===== src/rtl/fsm_moore_pkg.sv =====
// Shared definitions for the serial 1010 Moore detector: state encoding,
// state width and the reference pattern used by bench models.
package fsm_moore_pkg;

    localparam int STATE_W = 3;

    typedef enum logic [STATE_W-1:0] {
        S_IDLE = 3'd0,
        S_1    = 3'd1,
        S_10   = 3'd2,
        S_101  = 3'd3,
        S_1010 = 3'd4
    } state_t;

    localparam logic [3:0] PATTERN = 4'b1010;

    function automatic logic is_match(input state_t s);
        return (s == S_1010);
    endfunction

endpackage


===== src/rtl/fsm_moore_verilog.sv =====
// Moore detector for the serial pattern 1010; the flag is a pure decode of the
// registered state, so it never follows i_data_in combinationally.
module fsm_moore_verilog
    import fsm_moore_pkg::*;
#(
    parameter int OVERLAP = 1
) (
    input  logic i_clock,
    input  logic i_reset,
    input  logic i_data_in,
    output logic o_data_out
);

    state_t state;
    state_t state_next;

    // NOTE: sequential state uses non-blocking assignments so every flop samples pre-edge values.
    always_ff @(posedge i_clock) begin
        if (i_reset) begin
            state <= S_IDLE;
        end else begin
            state <= state_next;
        end
    end

    always_comb begin
        // NOTE: default assignment first so no path leaves state_next unassigned (no latch).
        state_next = S_IDLE;
        case (state)
            S_IDLE:  state_next = i_data_in ? S_1   : S_IDLE;
            S_1:     state_next = i_data_in ? S_1   : S_10;
            S_10:    state_next = i_data_in ? S_101 : S_IDLE;
            S_101:   state_next = i_data_in ? S_1   : S_1010;
            S_1010: begin
                // The trailing "10" of a match is reused as the next prefix only when overlapping.
                if (i_data_in) begin
                    state_next = (OVERLAP != 0) ? S_101 : S_1;
                end else begin
                    state_next = S_IDLE;
                end
            end
            default: state_next = S_IDLE;
        endcase
    end

    always_comb begin
        o_data_out = is_match(state);
    end

endmodule


===== config.mk =====
export PLATFORM = sky130hd
export DESIGN_NAME = fsm_moore_verilog
export DESIGN_NICKNAME = d
export VERILOG_FILES = /design/src/rtl/fsm_moore_pkg.sv /design/src/rtl/fsm_moore_verilog.sv
export SDC_FILE = /design/constraint.sdc
export NUM_CORES = 1
export LEC_CHECK = 0
export CORE_AREA = 3 3 40 42
export CTS_CLUSTER_SIZE = 30
export DETAILED_ROUTE_END_ITERATION = 8
export DIE_AREA = 0 0 43 45
export SYNTH_ARGS = -nofsm -noshare
export SYNTH_HDL_FRONTEND = slang
export SYNTH_SLANG_ARGS = --single-unit

===== constraint.sdc =====
create_clock -name i_clock -period 1.19 [get_ports i_clock]
set_input_delay 0.357 -clock i_clock [delete_from_list [all_inputs] [get_ports i_clock]]
set_output_delay 0.357 -clock i_clock [all_outputs]
set_load 0.005 [all_outputs]

==> flow_summary.ini <==
[timing]
rsz0062_at_grt = yes
max_freq_mhz = 832
tightestPinTransition_ps = 159
slew_headroom = 0.893
final-setup-viol-count = 2
worst_hold_slack_ps = 592
finalCriticalPeriod_ps = 1200
setup_tns_ps = -13.6
drv_slew = 0
period_share = 1.01
hold_viol_final = 0
timing.final.ws_setup_ps = -11.3
skew_ps = 2.50

[critical_path]
cp_top_family = simple AND/OR/NAND/NOR gates
startpoint_type = flop
path_class = flop to flop
cp_slowest_stage_delay_ps = 490
crit_path_max_fanout = 5
slowest_stage = or4bb_1
worstSetupEndpointType = flop
r2r_cells = 3
crit_arrival_ps = 1350
path_cells = buf_6 > or4bb_1 > a31oi_1
rr_startpoint = state[2]$_SDFF_PP0_
required_ps = 1340
cp_num_buf_inv = 1
rr_endpoint = state[1]$_SDFF_PP0_
worst-r2r-setup-slack_ps = -10

[clock_network]
clkTransAtPathRegs_ps = 40
numCtsBuffers = 3
clk_latency_ps = 240
cts_max_path_buffers = 2
cts_sinks = 3
cts_root_buffer = clkbuf_4
cts_tree = built
htreeDepth = 1

[grt]
grt_pass1_wl_um = 669
grt_max_degree = 7
grt_pass1_vias = 173
grt-busiest-layer = met2
track_usage = 0.0549
grt_overflow_total = 0
met2_usage = 0.102
gr-usage-met1 = 0.0336
met3_usage = 0.0120
grt_antenna_before_repair = 0

[placement]
place.port_buffers = 3
gp_congestion = 0.644
dp_cells = 32
dp_slack_ps = -472
place_hpwl_um = 274

[routing]
wl_per_cell_um = 10.6
first_pass_iters = 2
ant_nets = 0
vias_per_cell = 3.78
wl_um = 381
post-route-drc-count = 0
drtIter0Drc = 1
vias = 136

[yosys]
synth-compound-area-share = 0.0833
yosys.area_share.simple = 0.472
synth_edf_count = 0
synth_most_common_cell = dfxtp_1
yosys-top-cells-count = dfxtp_1 (3), or4bb_1 (2)
ys_async_sr_fraction = 0
synth_xor_area_frac = 0
synthAdderAreaFrac = 0
synthTopCellsByArea = dfxtp_1 (44%), or4bb_1 (17%), and4b_2 (8.3%)
syn_nets = 15
synth_ff_type = dfxtp_1
synthMuxAreaShare = 0
syn_area_per_cell_sq_um = 11.3
synth_top_area_share = 0.444
synth-seq-area-share = 0.444
syn_area_sq_um = 135
synth_top_family_by_area = simple AND/OR/NAND/NOR gates
ys_ff_latch = 3
syn_inst = 12
yosysUniqueCellTypes = 9
synth.largest_area_cell = dfxtp_1
ys_warn_count = 0

[floorplanning]
rows = 13
die_area_sq_um = 1940
start_util = 0.105
die_width_um = 43
die_h_um = 45
io_pins = 4
core_sq_um = 1280

[hold_path]
whs_path_depth = 2
hold_end = state[0]$_SDFF_PP0_
hold_start = i_data_in
hp-class = primary input to flop

[final_layout]
areaGrowthSynthToFinish_pct = 74.1
largest_registers = state x3
finalNonFillerCells = 36
layout-drive-gt1-share = 0.524
multiInputGateArea_sq_um = 80.1
final_nets = 25
largest_register_ffs = 3
nFillCells = 147
n_antenna_cell = 0
largest_register = state
seqCellArea_sq_um = 63.8

[run]
drv_cap = 0

[outcome]
failed_checks = setup timing
status = complete, but fails checks

[power_and_ir_drop]
p_per_area_nw_per_um2 = 1320
peakVddDrop_uv = 480
p_leak_nw = 0.0961
what timing repair did:
action	in CTS	in global routing
endpoints found under the setup margin	2	2
setup buffers	0	0
cloned	0	0
gates resized for setup	11	0
pin swaps	3	3
hold buffers	0	0
metrics by stage:
step                      power [mW]  instance area [sq um]   util
final                          0.311                    235  0.183
after global routing           0.329                    235  0.183
after CTS                      0.321                    235  0.183
after detailed placement       0.127                    199  0.155
after global placement         0.125                    199  0.155
after floorplan                0.114                    135      -
worst max path at each step:
stage	startpoint	to	slack, ps	cells past startpoint
floorplan	state[1]$_SDFF_PP0_	state[1]$_SDFF_PP0_	150	2
global placement	i_data_in	state[1]$_SDFF_PP0_	-350	3
detailed placement	i_data_in	state[1]$_SDFF_PP0_	-470	3
CTS	state[1]$_SDFF_PP0_	state[1]$_SDFF_PP0_	-40	3
global route	state[2]$_SDFF_PP0_	state[1]$_SDFF_PP0_	-60	3
finish	state[2]$_SDFF_PP0_	state[1]$_SDFF_PP0_	-10	3
placed cells by master, fill, tap and decap left out:
| cell | n |
|---|---|
| nor3b_2 | 1 |
| dlygate4sd2_1 | 1 |
| o21ai_0 | 1 |
| a31oi_1 | 1 |
| buf_6 | 2 |
| dfxtp_2 | 3 |
| buf_2 | 1 |
| nor2_1 | 1 |
| clkdlybuf4s50_1 | 1 |
| clkbuf_1 | 1 |
| or4bb_1 | 2 |
| and4b_2 | 1 |
| and3b_1 | 1 |
| clkbuf_4 | 3 |
| or4b_1 | 1 |
cells by family (layout without fill, tap and decap cells):
logic type,after synthesis,after routing
and+or+nand+nor,7,7
DFF,3,3
buffers and inverters,0,9
AOI/OAI and AO/OA,2,2
power breakdown:
part           internal [mW]  switching [mW]  total (mW)  leakage, nW
registers              0.105         0.00356       0.109       0.0258
clock network          0.126          0.0584       0.184       0.0150
logic                 0.0116         0.00655      0.0182       0.0554
total                  0.243          0.0686       0.311       0.0961
layout make-up:
type,instances,area share
well taps,15,0.0798
multi-input cells,9,0.340
clock buffers,4,0.112
flip-flops and latches,3,0.271
repair buffers,5,0.197
layer usage:
layer,wire length (um),up-vias
met4,17,0
met1,108,61
met2,243,6
met3,11,2
li1,-,67
met5,0,-
Note: power is estimated with default switching activity, not from simulation.
